## src/rtl/fetch_unit_if.sv

```systemverilog
// Bundle between fetch_unit and its environment: instruction-memory request
// port, redirect input and the decode-side instruction stream.
interface fetch_unit_if;
  // imem: a request is held (req high, addr stable) until the cycle ack is high,
  // and rdata is valid in that cycle. Decode: the head moves only in a cycle where
  // instr_valid_o and instr_ready_i are both high; valid never depends on ready.
  logic        imem_req_o;
  logic [31:0] imem_addr_o;
  logic        imem_ack_i;
  logic [31:0] imem_rdata_i;
  logic        redirect_i;
  logic [31:0] redirect_pc_i;
  logic [31:0] instr_o;
  logic [31:0] pc_o;
  logic [31:0] pc_plus4_o;
  logic        instr_valid_o;
  logic        instr_ready_i;
  logic        misalign_o;

  modport master (
    output imem_req_o, imem_addr_o,
    input  imem_ack_i, imem_rdata_i,
    input  redirect_i, redirect_pc_i,
    output instr_o, pc_o, pc_plus4_o, instr_valid_o,
    input  instr_ready_i,
    output misalign_o
  );

  modport slave (
    input  imem_req_o, imem_addr_o,
    output imem_ack_i, imem_rdata_i,
    output redirect_i, redirect_pc_i,
    input  instr_o, pc_o, pc_plus4_o, instr_valid_o,
    output instr_ready_i,
    input  misalign_o
  );
endinterface

```

## src/rtl/fetch_unit.sv

```systemverilog
// Instruction fetch stage: PC, single-outstanding imem request, {pc,instr} FIFO.
// Optional feature macro: FETCH_MISALIGN_CHECK_EN (misaligned redirect pulse).
module fetch_unit #(
  parameter logic [31:0] RESET_PC = 32'h0000_0000,
  parameter int          DEPTH    = 2
) (
  input  logic                clk,
  input  logic                rst_n,
  fetch_unit_if.master        bus,
  output logic [1:0]          dbg_state
);
  localparam int PW = $clog2(DEPTH);
  localparam int CW = PW + 1;

  typedef enum logic [1:0] {IDLE = 2'd0, BUSY = 2'd1, DISCARD = 2'd2} state_t;

  state_t        state, state_n;
  logic [31:0]   fetch_pc, fetch_pc_n;
  logic [31:0]   req_addr, req_addr_n;
  logic [31:0]   fifo_pc    [DEPTH];
  logic [31:0]   fifo_instr [DEPTH];
  logic [PW-1:0] rd_ptr, wr_ptr;
  logic [CW-1:0] count, count_n;
  logic          req, push, pop, full, valid;
  logic [31:0]   addr;

  assign full  = (count == CW'(DEPTH));
  assign valid = (count != '0);
  assign addr  = (state == IDLE) ? fetch_pc : req_addr;
  assign pop   = valid && bus.instr_ready_i && !bus.redirect_i;

  always_comb begin
    state_n    = state;
    fetch_pc_n = fetch_pc;
    req_addr_n = req_addr;
    req        = 1'b1;
    push       = 1'b0;
    unique case (state)
      IDLE: begin
        req = !full;
        if (req) begin
          fetch_pc_n = fetch_pc + 32'd4;
          if (bus.imem_ack_i) begin
            push = !bus.redirect_i;
          end else begin
            req_addr_n = fetch_pc;
            state_n    = bus.redirect_i ? DISCARD : BUSY;
          end
        end
      end
      BUSY: begin
        if (bus.imem_ack_i) begin
          push    = !bus.redirect_i;
          state_n = IDLE;
        end else if (bus.redirect_i) begin
          state_n = DISCARD;
        end
      end
      DISCARD: begin
        if (bus.imem_ack_i) state_n = IDLE;
      end
      default: state_n = IDLE;
    endcase
    // Redirect overrides any sequential advance made above.
    if (bus.redirect_i) fetch_pc_n = {bus.redirect_pc_i[31:2], 2'b00};
  end

  always_comb begin
    count_n = count;
    if (bus.redirect_i) count_n = '0;
    else                count_n = count + CW'(push) - CW'(pop);
  end

  always_ff @(posedge clk or negedge rst_n) begin
    if (!rst_n) begin
      state    <= IDLE;
      fetch_pc <= RESET_PC;
      req_addr <= '0;
      count    <= '0;
      rd_ptr   <= '0;
      wr_ptr   <= '0;
      for (int i = 0; i < DEPTH; i++) begin
        fifo_pc[i]    <= '0;
        fifo_instr[i] <= '0;
      end
    end else begin
      state    <= state_n;
      fetch_pc <= fetch_pc_n;
      req_addr <= req_addr_n;
      count    <= count_n;
      if (bus.redirect_i) begin
        rd_ptr <= '0;
        wr_ptr <= '0;
      end else begin
        if (push) begin
          fifo_pc[wr_ptr]    <= addr;
          fifo_instr[wr_ptr] <= bus.imem_rdata_i;
          wr_ptr             <= wr_ptr + PW'(1);
        end
        if (pop) rd_ptr <= rd_ptr + PW'(1);
      end
    end
  end

  // Request is gated by rst_n so nothing is issued while reset is asserted.
  assign bus.imem_req_o    = req && rst_n;
  assign bus.imem_addr_o   = addr;
  assign bus.instr_valid_o = valid;
  assign bus.instr_o       = fifo_instr[rd_ptr];
  assign bus.pc_o          = fifo_pc[rd_ptr];
  assign bus.pc_plus4_o    = fifo_pc[rd_ptr] + 32'd4;
  assign dbg_state         = state;

`ifdef FETCH_MISALIGN_CHECK_EN
  logic misalign_q;
  always_ff @(posedge clk or negedge rst_n) begin
    if (!rst_n) misalign_q <= 1'b0;
    else        misalign_q <= bus.redirect_i && (bus.redirect_pc_i[1:0] != 2'b00);
  end
  assign bus.misalign_o = misalign_q;
`else
  assign bus.misalign_o = 1'b0;
`endif
endmodule
```

## src/flat_wrapper.sv

```systemverilog
// flat-port wrapper written by rule: the top's interface ports become plain ports
module fetch_unit_flat 
#(
  parameter logic [31:0] RESET_PC = 32'h0000_0000,
  parameter int          DEPTH    = 2
)
  (clk, rst_n, dbg_state, bus_imem_req_o, bus_imem_addr_o, bus_imem_ack_i, bus_imem_rdata_i, bus_redirect_i, bus_redirect_pc_i, bus_instr_o, bus_pc_o, bus_pc_plus4_o, bus_instr_valid_o, bus_instr_ready_i, bus_misalign_o);
  fetch_unit_if bus_i ();
  input  logic clk;
  input  logic rst_n;
  output logic [1:0] dbg_state;
  output wire logic [$bits(bus_i.imem_req_o)-1:0] bus_imem_req_o;
  output wire logic [$bits(bus_i.imem_addr_o)-1:0] bus_imem_addr_o;
  input wire logic [$bits(bus_i.imem_ack_i)-1:0] bus_imem_ack_i;
  input wire logic [$bits(bus_i.imem_rdata_i)-1:0] bus_imem_rdata_i;
  input wire logic [$bits(bus_i.redirect_i)-1:0] bus_redirect_i;
  input wire logic [$bits(bus_i.redirect_pc_i)-1:0] bus_redirect_pc_i;
  output wire logic [$bits(bus_i.instr_o)-1:0] bus_instr_o;
  output wire logic [$bits(bus_i.pc_o)-1:0] bus_pc_o;
  output wire logic [$bits(bus_i.pc_plus4_o)-1:0] bus_pc_plus4_o;
  output wire logic [$bits(bus_i.instr_valid_o)-1:0] bus_instr_valid_o;
  input wire logic [$bits(bus_i.instr_ready_i)-1:0] bus_instr_ready_i;
  output wire logic [$bits(bus_i.misalign_o)-1:0] bus_misalign_o;
  assign bus_imem_req_o = bus_i.imem_req_o;
  assign bus_imem_addr_o = bus_i.imem_addr_o;
  assign bus_i.imem_ack_i = bus_imem_ack_i;
  assign bus_i.imem_rdata_i = bus_imem_rdata_i;
  assign bus_i.redirect_i = bus_redirect_i;
  assign bus_i.redirect_pc_i = bus_redirect_pc_i;
  assign bus_instr_o = bus_i.instr_o;
  assign bus_pc_o = bus_i.pc_o;
  assign bus_pc_plus4_o = bus_i.pc_plus4_o;
  assign bus_instr_valid_o = bus_i.instr_valid_o;
  assign bus_i.instr_ready_i = bus_instr_ready_i;
  assign bus_misalign_o = bus_i.misalign_o;
  fetch_unit #(.RESET_PC(RESET_PC), .DEPTH(DEPTH)) u_core (.clk(clk), .rst_n(rst_n), .bus(bus_i), .dbg_state(dbg_state));
endmodule
```

## config.mk

```make
export PLATFORM = sky130hd
export DESIGN_NAME = fetch_unit_flat
export DESIGN_NICKNAME = d
export VERILOG_FILES = /design/src/rtl/fetch_unit_if.sv /design/src/rtl/fetch_unit.sv /design/src/flat_wrapper.sv
export SDC_FILE = /design/constraint.sdc
export NUM_CORES = 1
export LEC_CHECK = 0
export BUFFER_PORTS_ARGS = -buffer_cell sky130_fd_sc_hd__clkbuf_2
export CELL_PAD_IN_SITES_DETAIL_PLACEMENT = 0
export CELL_PAD_IN_SITES_GLOBAL_PLACEMENT = 2
export CORE_MARGIN = 3
export CORE_UTILIZATION = 36
export CTS_BUF_LIST = sky130_fd_sc_hd__clkbuf_8
export CTS_CLUSTER_SIZE = 10
export DETAILED_ROUTE_END_ITERATION = 10
export GPL_TIMING_DRIVEN = 0
export PLACE_DENSITY = 0.89
export SETUP_SLACK_MARGIN = 0.15
export SYNTH_ARGS = -nofsm -noshare
export SYNTH_HDL_FRONTEND = slang
export SYNTH_SLANG_ARGS = --single-unit
```

## constraint.sdc

```tcl
create_clock -name clk -period 5.8 [get_ports clk]
set_clock_uncertainty 0.1 [all_clocks]
set_input_delay 1.74 -clock clk [delete_from_list [all_inputs] [get_ports clk]]
set_output_delay 1.74 -clock clk [all_outputs]
set_load 0.1 [all_outputs]
```

==> summary.txt <==
Timing
  – Final WS setup: 0.323 ns
  – Setup violations, final: 0
  – Crit share post-route: 0.944
  – Final Hold Fails: 0
  – Fmax: 183 MHz
  – Relative slew slack: 0.499
  – RSZ-0062 raised after global routing: yes
  – Slew Viols, Final: 0
  – Final min period: 5.48 ns
  – Worst-margin pin slew: 0.752 ns

Critical path
  – CP peak stage delay: 0.45 ns
  – Worst setup EP type: primary output
  – CP required: 3.96 ns
  – R2r startpoint: u_core.count[1]$_DFF_PN0_
  – Top cell family by delay on the critical path: buffers and inverters
  – Worst EP arrival: 3.64 ns
  – WS Path Type: reg -> out
  – Buf/Inv on CP: 8
  – Crit path depth: 14
  – CP startpoint: u_core.rd_ptr$_DFFE_PN0P_
  – CP Capture Point: bus_pc_plus4_o[28]
  – Reg-to-reg critical path endpoint: u_core.fifo_pc[35]$_DFFE_PN0P_
  – CP Cell Sequence: buf_6 > buf_6 > buf_6 > buf_6 > buf_8 > mux2_2 > ha_4 > inv_4 > a221oi_4 > nand4_1 > buf_4 > nor4b_4 > xor2_4 > buf_4
  – Slowest CP cell: dfrtp_1
  – CP max FO: 10
  – Crit path launch type: flip-flop
  – Reg2Reg Setup Slack: 2.75 ns
  – Reg2reg path depth: 7
  – Most frequent cell on the critical path: buf_6

Logic synthesis
  – Post-Syn Instances: 891
  – Asr flop ratio synth: 1.00
  – Average size of a mapped cell: 10.7 sq um
  – Yosys reg bits: 190
  – Netlist cell types: 45
  – Yosys top cell by area: dfrtp_1
  – Post-synth EDFFs: 0
  – Top cells by area, synth: dfrtp_1 (50%), mux2_2 (17%), mux2i_1 (4.4%)
  – Sequential share of the synthesized area: 0.497
  – Share of the synthesized area in the top cell type: 0.497
  – Post-synth top flop: dfrtp_1
  – Synthesized area: 9570 sq um
  – Syn. warnings: 0

CTS
  – CTS Buffer Depth: 2
  – CTS root buffer: clkbuf_8
  – Max H-tree Level: 4
  – Hold-fix buffers at CTS: 0
  – CTS buffer count: 17
  – TritonCTS Sinks: 190
  – CTS tree: built
  – Insertion delay to the later sink of the worst-skew pair: 0.47 ns
  – Clock transition at path regs: 0.10 ns

Detailed routing
  – First-iteration detailed-routing DRC count: 378
  – Antenna viol nets, final: 0
  – 1st-pass router iterations: 5
  – Final wirelength: 25.1 mm
  – Vias per cell: 4.92
  – Total number of vias: 7,199
  – # DRC: 0
  – Drt wl/cell: 17.2 um

Die
  – Die X: 169 um
  – Site row count: 59
  – Initial Utilization: 0.367
  – Vert. Die Dim: 169 um
  – Core Region: 26,100 sq um
  – I/O pin count: 202
  – Die area: 28,600 sq um

Finish
  – Nets: 1,187
  – Fraction of layout cells with a size suffix above 1: 0.379
  – Multi-input gate area: 4660 sq um
  – Area grow syn2layout: 23.1%
  – Layout fillers: 2,481
  – Reg area: 4750 sq um
  – N_diodes: 0
  – Post-layout util: 0.452

GRT
  – Vias in the first global route: 7,301
  – Initial antenna violation count: 0
  – First-pass GRT wire length: 39.8 mm
  – Remaining Overflow, GRT: 0
  – Global-route usage over all layers: 0.175
  – Largest net degree at the start of global routing: 117

Placed design
  – Pre-CTS setup slack: -0.155 ns
  – Placer congestion estimate: 0.813
  – Hpwl dp: 19.1 mm
  – Port bufs: 192

Job
  – # Max-Cap Violations: 0

Run status
  – Outcome: finished clean

Worst hold path
  – Hold crit path type: reg -> reg
cell usage in the layout (no fill, tap or decap), drive strengths merged, types with 18 or more instances in the layout:
cell type / instances
dfrtp: 190
inv: 57
nor2: 79
o21ai: 31
nand2: 60
mux2: 145
mux2i: 42
a21oi: 64
xor2: 19
nand3: 20
nor4: 18
clkbuf: 234
xnor2: 41
buf: 36
through the flow:
stage | setup TNS, ns | instance area [sq um] | std cells | hold slack, ns
global route | 0 | 11800 | 1462 | 0.422
finish | 0 | 11800 | 1462 | 0.414
detailed placement | -0.232 | 11300 | 1425 | 0.391
floorplan | -0.758 | 9880 | 897 | 0.375
global placement | -132.66 | 11300 | 1424 | 0.383
CTS | 0 | 11800 | 1462 | 0.417
cells by family after synthesis:
family | share of synthesized area
and+or+nand+nor | 0.117
DFF | 0.497
muxes | 0.215
AOI/OAI and AO/OA | 0.0650
buffers and inverters | 0.0463
xor gates and xnor gates | 0.0549
adders and majority gates | 0.00523
other | 0.000392
per-layer routing:
metal  GRT usage  vias up  wire (um)
met5           0        -          0
met4      0.0413        0        323
met3      0.0287       22        986
met2       0.289      143      12000
met1       0.241     3515      11800
li1            -     3519          -
worst min path at each step:
stage / startpoint / endpoint / slack, ns / cells after the start
3_3_place_gp: u_core.fifo_instr[27]$_DFFE_PN0P_ / u_core.fifo_instr[27]$_DFFE_PN0P_ / 0.38 / 1
4_1_cts: u_core.fifo_instr[31]$_DFFE_PN0P_ / u_core.fifo_instr[31]$_DFFE_PN0P_ / 0.42 / 1
3_5_place_dp: u_core.fifo_instr[31]$_DFFE_PN0P_ / u_core.fifo_instr[31]$_DFFE_PN0P_ / 0.39 / 1
6_report: u_core.fifo_instr[27]$_DFFE_PN0P_ / u_core.fifo_instr[27]$_DFFE_PN0P_ / 0.41 / 1
2_1_floorplan: u_core.fifo_instr[0]$_DFFE_PN0P_ / u_core.fifo_instr[0]$_DFFE_PN0P_ / 0.37 / 1
5_1_grt: u_core.req_addr[31]$_DFFE_PN0P_ / u_core.req_addr[31]$_DFFE_PN0P_ / 0.42 / 1
synthesized netlist by cell type (17+ instances only):
| cell | count |
|---|---|
| dfrtp_1 | 190 |
| mux2_2 | 145 |
| nor2_1 | 79 |
| a21oi_1 | 64 |
| nand2_1 | 60 |
| inv_1 | 50 |
| mux2i_1 | 42 |
| xnor2_1 | 41 |
| o21ai_0 | 31 |
| clkbuf_1 | 30 |
| nand3_1 | 20 |
| xor2_1 | 19 |
| nor4_1 | 17 |
what timing repair did:
action                                  in CTS  in global routing
pin swaps                                    2                  0
endpoints found under the setup margin      11                  6
resized for setup                            6                 10
buffers inserted                             5                  0
cell type report:
class | count | share of cell area
flip-flops and latches | 190 | 0.403
multi-input cells | 602 | 0.395
repair buffers | 198 | 0.0910
well taps | 335 | 0.0356
plain buffers | 55 | 0.0242
clock buffers | 17 | 0.0199
inverters | 50 | 0.0165
clock inverters | 15 | 0.0141
registers in the layout, indices dropped and copies added, names as in the netlist:
register and count:
u_core.fifo_instr 64, u_core.fifo_pc 60, u_core.fetch_pc 30, u_core.req_addr 30, u_core.count 2, u_core.dbg_state 2
u_core.rd_ptr 1, u_core.wr_ptr 1
Power is not shown: default switching activity piles up to over one toggle a cycle in this logic, so the estimate is an artifact.
